===== src/rtl/dec3to8_hs_if.sv =====
// Handshake bundle for the registered 3-to-8 decoder.
// The producer side carries the code and the consumer side carries the decoded lines.
interface dec3to8_hs_if;
  logic       in_valid;
  logic       in_ready;
  logic [2:0] in_y;
  logic       in_en;
  logic       out_valid;
  logic       out_ready;
  logic [7:0] out_d;

  modport master (
    output in_valid, in_y, in_en, out_ready,
    input  in_ready, out_valid, out_d
  );

  modport slave (
    input  in_valid, in_y, in_en, out_ready,
    output in_ready, out_valid, out_d
  );
endinterface


===== src/rtl/dec3to8_hs.sv =====
// Registered 3-to-8 one-hot decoder with a 2-entry elastic buffer.
// Entry 0 is always the head. Decode is purely from the head, so the only
// paths from the input side to the outputs go through flops.
module dec3to8_hs #(
  parameter bit OUT_ACTIVE_LOW = 1'b0,
  parameter int CNT_W          = 8
) (
  input  logic             clk,
  input  logic             rst_n,
  dec3to8_hs_if.slave      bus,
  output logic [CNT_W-1:0] dec_count
);

  typedef struct packed {
    logic       en;
    logic [2:0] code;
  } ent_t;

  typedef enum logic [1:0] {EMPTY = 2'd0, ONE = 2'd1, FULL = 2'd2} occ_e;

  occ_e             occ, occ_nxt;
  ent_t             ent0, ent1, ent0_nxt, ent1_nxt, in_ent;
  logic [CNT_W-1:0] cnt_nxt;
  logic             acc, pop;
  logic [7:0]       hot;

  assign bus.in_ready  = (occ != FULL);
  assign bus.out_valid = (occ != EMPTY);
  assign acc           = bus.in_valid & bus.in_ready;
  assign pop           = bus.out_valid & bus.out_ready;
  assign in_ent.en     = bus.in_en;
  assign in_ent.code   = bus.in_y;

  // State, buffer entries and delivery counter
  always_ff @(posedge clk or negedge rst_n) begin
    if (!rst_n) begin
      occ       <= EMPTY;
      ent0      <= '0;
      ent1      <= '0;
      dec_count <= '0;
    end else begin
      occ       <= occ_nxt;
      ent0      <= ent0_nxt;
      ent1      <= ent1_nxt;
      dec_count <= cnt_nxt;
    end
  end

  // Occupancy transitions and buffer movement; input data is only sampled on accept,
  // so an X on in_y/in_en while in_valid is low never reaches the entries.
  always_comb begin
    occ_nxt  = occ;
    ent0_nxt = ent0;
    ent1_nxt = ent1;
    cnt_nxt  = dec_count;
    if (pop && ent0.en) cnt_nxt = dec_count + CNT_W'(1);
    case (occ)
      EMPTY: begin
        if (acc) begin
          occ_nxt  = ONE;
          ent0_nxt = in_ent;
        end
      end
      ONE: begin
        if (acc && pop) begin
          ent0_nxt = in_ent;
        end else if (acc) begin
          occ_nxt  = FULL;
          ent1_nxt = in_ent;
        end else if (pop) begin
          occ_nxt  = EMPTY;
          ent0_nxt = '0;
        end
      end
      FULL: begin
        if (pop) begin
          occ_nxt  = ONE;
          ent0_nxt = ent1;
          ent1_nxt = '0;
        end
      end
      default: begin
        occ_nxt  = EMPTY;
        ent0_nxt = '0;
        ent1_nxt = '0;
      end
    endcase
  end

  // One lane per output line: active when the valid head is enabled and carries its code
  for (genvar k = 0; k < 8; k++) begin : g_lane
    assign hot[k] = bus.out_valid & ent0.en & (ent0.code == 3'(k));
  end

  assign bus.out_d = OUT_ACTIVE_LOW ? ~hot : hot;

endmodule


===== src/flat_wrapper.sv =====
// flat-port wrapper written by rule: the top's interface ports become plain ports
module dec3to8_hs_flat 
#(
  parameter bit OUT_ACTIVE_LOW = 1'b0,
  parameter int CNT_W          = 8
)
  (clk, rst_n, dec_count, bus_in_valid, bus_in_y, bus_in_en, bus_out_ready, bus_in_ready, bus_out_valid, bus_out_d);
  dec3to8_hs_if bus_i ();
  input  logic clk;
  input  logic rst_n;
  output logic [CNT_W-1:0] dec_count;
  input wire logic [$bits(bus_i.in_valid)-1:0] bus_in_valid;
  input wire logic [$bits(bus_i.in_y)-1:0] bus_in_y;
  input wire logic [$bits(bus_i.in_en)-1:0] bus_in_en;
  input wire logic [$bits(bus_i.out_ready)-1:0] bus_out_ready;
  output wire logic [$bits(bus_i.in_ready)-1:0] bus_in_ready;
  output wire logic [$bits(bus_i.out_valid)-1:0] bus_out_valid;
  output wire logic [$bits(bus_i.out_d)-1:0] bus_out_d;
  assign bus_i.in_valid = bus_in_valid;
  assign bus_i.in_y = bus_in_y;
  assign bus_i.in_en = bus_in_en;
  assign bus_i.out_ready = bus_out_ready;
  assign bus_in_ready = bus_i.in_ready;
  assign bus_out_valid = bus_i.out_valid;
  assign bus_out_d = bus_i.out_d;
  dec3to8_hs #(.OUT_ACTIVE_LOW(OUT_ACTIVE_LOW), .CNT_W(CNT_W)) u_core (.clk(clk), .rst_n(rst_n), .bus(bus_i), .dec_count(dec_count));
endmodule

===== config.mk =====
export PLATFORM = sky130hd
export DESIGN_NAME = dec3to8_hs_flat
export DESIGN_NICKNAME = d
export VERILOG_FILES = /design/src/rtl/dec3to8_hs_if.sv /design/src/rtl/dec3to8_hs.sv /design/src/flat_wrapper.sv
export SDC_FILE = /design/constraint.sdc
export NUM_CORES = 1
export LEC_CHECK = 0
export ABC_AREA = 1
export ABC_CLOCK_PERIOD_IN_PS = 1300
export CORE_MARGIN = 3
export CORE_UTILIZATION = 44
export CTS_CLUSTER_DIAMETER = 150
export DETAILED_ROUTE_END_ITERATION = 16
export GPL_ROUTABILITY_DRIVEN = 0
export PLACE_DENSITY = 0.73
export SYNTH_ARGS = -nofsm -noshare
export SYNTH_HDL_FRONTEND = slang
export SYNTH_SLANG_ARGS = --single-unit

===== constraint.sdc =====
create_clock -name clk -period 1.3 [get_ports clk]
set_input_delay 0.26 -clock clk [delete_from_list [all_inputs] [get_ports clk]]
set_output_delay 0.26 -clock clk [all_outputs]
set_load 0.01 [all_outputs]

==> results.md, run 1 <==
- Share of cells above drive strength 1: between 30% and 40%
- Cells after Synth: 161
- Status: finished, violations left
- Final wirelength: between 3000 and 4000 um
- Clock sinks: 18
- Drt via density: just over 5
- Initial Util: slightly below 50%
- Critical path arrival: around 1400 ps
- Finished Layout Cells: between 200 and 250
- Synth warn: 0
- Site Rows: 17
- Final Setup Violations: 28
- Total power: approximately 3.3 mW
- Worst Setup End Kind: output port
- Worst R2R Setup Slack: -290 ps
- Mapped Area: approximately 1100 sq um
- Final period util: 128%
- TNS Setup: -6290 ps
- Largest net degree at the start of global routing: 19
- Cell Pwr Density: between 1500 and 2000 nW/um^2
- CP delay by family, top: simple AND/OR/NAND/NOR gates
- Worst slack at placement: -425 ps
- Post-synth ARST share: between 90% and 100%
- Worst setup path class: flip-flop to output port
- Pre-Repair DR Iteration Count: 5
- Residual DRC count: 0
- Worst vdd rail ir drop: between 1 and 1.5 mV
- Die ar.: ~3100 sq um
- Worst skew pair latency: 310 ps
- Post-Place Cells: between 200 and 250
- CP bufs+invs: 3
- Commonest cells in the netlist: nand2_1, inv_1, dfrtp_1, nor2_1, o21ai_0
- GR Util All Layers: 20.8%
- Yosys top cell area share: 41.1%
- Max stage delay on crit path: roughly 400 ps
- Global-route wire length before repair: 5180 um
- H-tree levels: 1
- Area growth syn-to-layout: 63.1%
- Post-synth EDFFs: 0
- Chip Width: approximately 56 um
- Total CTS buffers: 3
- Via count: 1284
- Final hold violations: 0
- Sequential area share after synthesis: between 40% and 50%
- Vias in the first global route: roughly 1200
- Core area: ~2300 sq um
- Avg Cell Area, Syn: slightly below 7 sq um
- Worst setup margin: -365 ps
- RSZ-0062 raised after global routing: yes
- Initial antenna violation count: 0
- CP startpoint kind: flip-flop
- Count of cell types in the netlist: 20
- Worst hold path type: input pin to asynchronous set/reset pin
- Total gr overflow: 0
- WL/cell: roughly 14 um
- Antenna viol nets, final: 0
- Crit-path cells: inv_2 > nor2_4 > inv_1 > or2_4 > nor2_2 > buf_2
- Max Cap Viol: 0
- 1st-iter DRT viols: 29
- Rel. slew slack: between 80% and 90%
- Final Net Count: 232
- Clk_skew: 5.61 ps
- HPWL Detailed: 1980 um
- I/O pins: 26
- Failing checks: negative setup slack
- Leakage power: about 0.94 nW
- Hold Slack: roughly 280 ps
- Root Buffer: clkbuf_4
- Fin crit period: 1670 ps
- Buffer levels on the longest clock path: 2
- Port-buffer cells: 25
- Vert. Die Dim: between 50 and 60 um
- Critical-path top delay cell: dfrtp_1
- Synth Flop Type: dfrtp_1
- Slew @ Worst Pin: approximately 260 ps
- Post-synthesis register bit count: 18
- Syn nets: 170
- Synth area leader: dfrtp_1
- Worst EP required: about 1000 ps
- CP max FO: 4
- CTS tree: done
- Count leader, synth: nand2_1
- Slew Viols, Final: 0
- Clock transition at path regs: ~100 ps
- Fmax: roughly 0.6 GHz
- Synth top area cells: dfrtp_1, nand2_1, inv_1
- Antenna Cells: 0
stage by stage:
stage | util [%] | cell area, sq um
final | 78.4 | 1790
after global routing | 78.4 | 1790
after CTS | 73.8 | 1680
after detailed placement | 67.2 | 1530
after global placement | 67.2 | 1530
after floorplan | - | 1140
layer usage:
layer	global-route usage, %	vias to the layer above	part of all wire, %
met4	7.80	0	4.0
li1	-	612	-
met2	37.5	58	53
met5	0	-	0
met1	22.5	595	37
met3	6.73	19	6.1
state kept, by name (all words and copies together), names as in the netlist:
| register | flops |
|---|---|
| u_core.dec_count | 8 |
| u_core.ent0 | 4 |
| u_core.ent1 | 4 |
| u_core.occ | 2 |
cell type report:
class                      instances  area [sq um]
clock buffer                       3          22.5
fill                             143           490
inverter                          24           100
multi-input combinational        119           689
sequential                        18           450
tap                               28          35.0
timing repair buffer              57           488
cells in the final DEF, fill, tap and decap left out, types with 3 or more instances in the layout:
cell type and instances:
buf_2 6, nand2_2 9, nand2_1 60, buf_4 25, clkbuf_4 3, nor2_1 10, nor2_2 3, dlygate4sd2_1 6
o21ai_2 3, nand3_1 4, dfrtp_1 18, inv_1 19, o21ai_1 5, nand3_4 4, buf_6 10, clkdlybuf4s50_1 7
inv_2 3, nor2_4 7
cells by family (layout without fill, tap and decap cells):
logic type / count (synthesis) / after routing / share of synthesized area (%)
compound gates: 10 / 10 / 4.57
flops: 18 / 18 / 41.1
simple gates: 104 / 105 / 41.8
buf+inv: 25 / 84 / 8.91
fa+ha+maj: 1 / 1 / 1.14
xor+xnor: 3 / 3 / 2.40
worst register-to-register path: stages (launching register included):
cell and delay (ps):
dfrtp_1 420, buf_4 140, buf_4 130, buf_8 120
buf_6 130, nor2_4 200, nand2_2 120, nand3_4 130
nand2_2 70, nand2_1 80
power by group:
part | internal (mW) | switching [mW]
clock | 0.108 | 0.181
combinational | 0.978 | 1.16
sequential | 0.758 | 0.155
total | 1.84 | 1.50
final timing paths:
check                               start                  end  depth (start not counted)
setup reg to reg            u_core.occ[1]       u_core.ent0[3]                          9
hold reg to reg            u_core.ent1[0]       u_core.ent1[0]                          2
setup / recovery           u_core.ent0[3]         bus_out_d[3]                          6
max in group asynchronous           rst_n       u_core.ent0[0]                          2
hold / removal                      rst_n  u_core.dec_count[6]                          2
min in group clk           u_core.ent1[0]       u_core.ent1[0]                          2
what timing repair did:
action / CTS / global route
buffers inserted: 12 / 5
cloned: 1 / 0
setup endpoints to repair: 33 / 29
pin swaps: 8 / 20
gates resized for setup: 75 / 28
hold buffers: 0 / 0
No activity file was read; power rests on OpenSTA's default activity.
==> inputs of run 2 (changes only) <==
Settings changed: SKIP_LAST_GASP from default to 1.
==> run 2 against run 1 <==
The run still ends with negative setup slack left. Register-to-register slack gained 60 ps. Critical path type unchanged. Wire length fell by 0.26%. Combinational power barely moved. Setup slack worse by 26 ps. Fmax down 1.5%. Critical path depth increased by 1.
==> results.md, run 2 (synthesized netlist as in run 1, its figures left out) <==
- Status: finished, violations left
- Failing checks: negative setup slack
- CTS tree: done
- Commonest cells after routing, fill and taps aside: nand2_1, buf_4, inv_1
- Antenna Cells: 0 (unchanged)
- Leakage power: 0.949 nW (+0.70%)
- Reg2Reg Capture Point: u_core.dec_count[6]
- Site Rows: 17 (unchanged)
- Pre-Repair DR Iteration Count: 6 (+1)
- Antenna viol nets, final: 0 (unchanged)
- Root Buffer: clkbuf_4
- WL/cell: 13.8 um (-0.66%)
- Buffer levels on the longest clock path: 2 (unchanged)
- Clk_skew: 4.04 ps (-1.56 ps)
- Worst Setup EP: bus_out_d[4]
- Post-Place Cells: 229 (unchanged)
- Pint: 1.85 mW (+0.37%)
- Share of cells above drive strength 1: 35.6% (-1.5 points)
- Hold Slack: 275 ps (-0.747 ps)
- RSZ-0062 raised after global routing: yes
- Final Net Count: 233 (+0.43%)
- Crit. Startpoint: u_core.occ[0]
- Via count: 1267 (-1.3%)
- Clock sinks: 18 (unchanged)
- Final Setup Violations: 28 (unchanged)
- I/O pins: 26 (unchanged)
- Sw Share: 44.3% (-0.55 points)
- Total gr overflow: 0 (unchanged)
- H-tree levels: 1 (unchanged)
- Area growth syn-to-layout: 63.2% (about the same)
- Final period util: 130% (+2.0 points)
- Largest net degree at the start of global routing: 19 (unchanged)
- Worst EP required: 1040 ps (about the same)
- Port-buffer cells: 25 (unchanged)
- Fill cells: 145 (+1.4%)
- CP startpoint kind: flip-flop
- Cell Pwr Density: 1860 nW/um^2 (-0.68%)
- Worst setup path class: flip-flop to output port
- Final hold violations: 0 (unchanged)
- Worst R2R Setup Slack: -230 ps (+60 ps)
- CP max FO: 4 (unchanged)
- Rel. slew slack: 82.5% (-0.29 points)
- Final wirelength: 3440 um (-0.26%)
- Commonest non-fill, non-tap cell in the layout: nand2_1
- Worst skew pair latency: 310 ps (about the same)
- Clk network pwr share: 9.0% (+0.3 points)
- Seq pwr share: 27.6% (+0.3 points)
- Largest regs: u_core.dec_count (8), u_core.ent0 (4), u_core.ent1 (4)
- Drt via density: 5.07 (-1.7%)
- Switching power of the nets: 1.47 mW (-1.8%)
- Biggest register: u_core.dec_count
- Fin crit period: 1690 ps (+25.5 ps)
- HPWL Detailed: 1980 um (unchanged)
- Slew Viols, Final: 0 (unchanged)
- Max FFs per register: 8 (unchanged)
- Worst setup margin: -391 ps (-25.5 ps)
- Worst vdd rail ir drop: 1.21 mV (-1.9%)
- Global-route wire length before repair: 5020 um (-3.0%)
- GR Util All Layers: 20.3% (-0.53 points)
- Worst hold path type: input pin to asynchronous set/reset pin
- Fmax: 0.591 GHz (-1.5%)
- FF+latch area: 450 sq um (unchanged)
- Slew @ Worst Pin: 261 ps (+4.32 ps)
- Critical path arrival: 1430 ps (+20 ps)
- Core area: 2280 sq um (unchanged)
- Total CTS buffers: 3 (unchanged)
- Clock transition at path regs: 110 ps (about the same)
- Comb power frac: 63.4% (-0.6 points)
- Design area: 1790 sq um (about the same)
- 1st-iter DRT viols: 38 (+31%)
- Finished Layout Cells: 250 (+0.40%)
- Die ar.: 3120 sq um (unchanged)
- Multi-input logic area: 679 sq um (-1.5%)
- Residual DRC count: 0 (unchanged)
- Initial Util: 48.1% (unchanged)
- TNS Setup: -6710 ps (-420 ps)
- Chip Width: 55.9 um (unchanged)
- Max Cap Viol: 0 (unchanged)
- Post-CTS Hold Fix Bufs: 0 (unchanged)
- Initial antenna violation count: 0 (unchanged)
- Vert. Die Dim: 55.9 um (unchanged)
- Worst Setup End Kind: output port
- FF-to-FF path depth: 10 (+1)
- Vias in the first global route: 1217 (+0.50%)
- Worst r2r src: u_core.occ[0]
- Final core utilization: 78.5% (about the same)
- Placed Instance Area: 1530 sq um (unchanged)
-- run 2: cell types whose count changed in the layout (fill, tap and decap cells not counted), sizes merged --
cell and change:
buf +1
-- run 2: timing repair --
| action | in CTS | in global routing |
|---|---|---|
| buffers inserted | 12 | 7 |
| pin swaps | 8 | 11 |
| gates resized for setup | 72 | 30 |
| setup endpoints to repair | 33 | 29 |
| cloned | 1 | 0 |
-- run 2: worst min-delay path by stage --
stage / to / slack [ps]
after floorplan: u_core.dec_count[0] / -40
after global placement: u_core.ent1[2] / 470
after detailed placement: u_core.ent1[2] / 480
after CTS: u_core.ent0[3] / 280
after global routing: u_core.dec_count[6] / 290
final: u_core.dec_count[3] / 280
-- run 2: layer usage --
| layer | global-route usage [%] | vias to the layer above | wire [um] |
|---|---|---|---|
| li1 | - | 617 | - |
| met1 | 21.7 | 586 | 1320 |
| met3 | 6.96 | 14 | 201 |
| met2 | 35.6 | 50 | 1820 |
| met5 | 0 | - | 0 |
| met4 | 9.49 | 0 | 104 |
-- run 2: cell type report --
type | instances | area share, %
clock buffer | 3 | 1.26
inverter | 24 | 5.60
multi-input combinational | 119 | 38.0
sequential | 18 | 25.2
tap | 28 | 1.96
timing repair buffer | 58 | 27.9
-- run 2: through the flow --
step                worst slack (ps)  total power [mW]
floorplan                       2.82              1.80
global placement                -386              2.40
detailed placement              -425              2.45
CTS                             -356              2.97
global route                    -460              3.56
finish                          -391              3.32
-- run 2: power groups by stage --
stage	logic, mW	registers (mW)	clock network (mW)
after floorplan	0.844	0.952	0
after global placement	1.49	0.911	0
after detailed placement	1.53	0.925	0
after CTS	1.77	0.897	0.300
after global routing	2.30	0.939	0.326
final	2.11	0.915	0.299
-- run 2: worst max-delay path, stage by stage, from the launching register on --
cell	delay, ps
dfrtp_1	440
nor2_4	160
nor2_4	40
buf_4	130
buf_6	110
nand2_4	60
nor2_1	40
buf_2	140
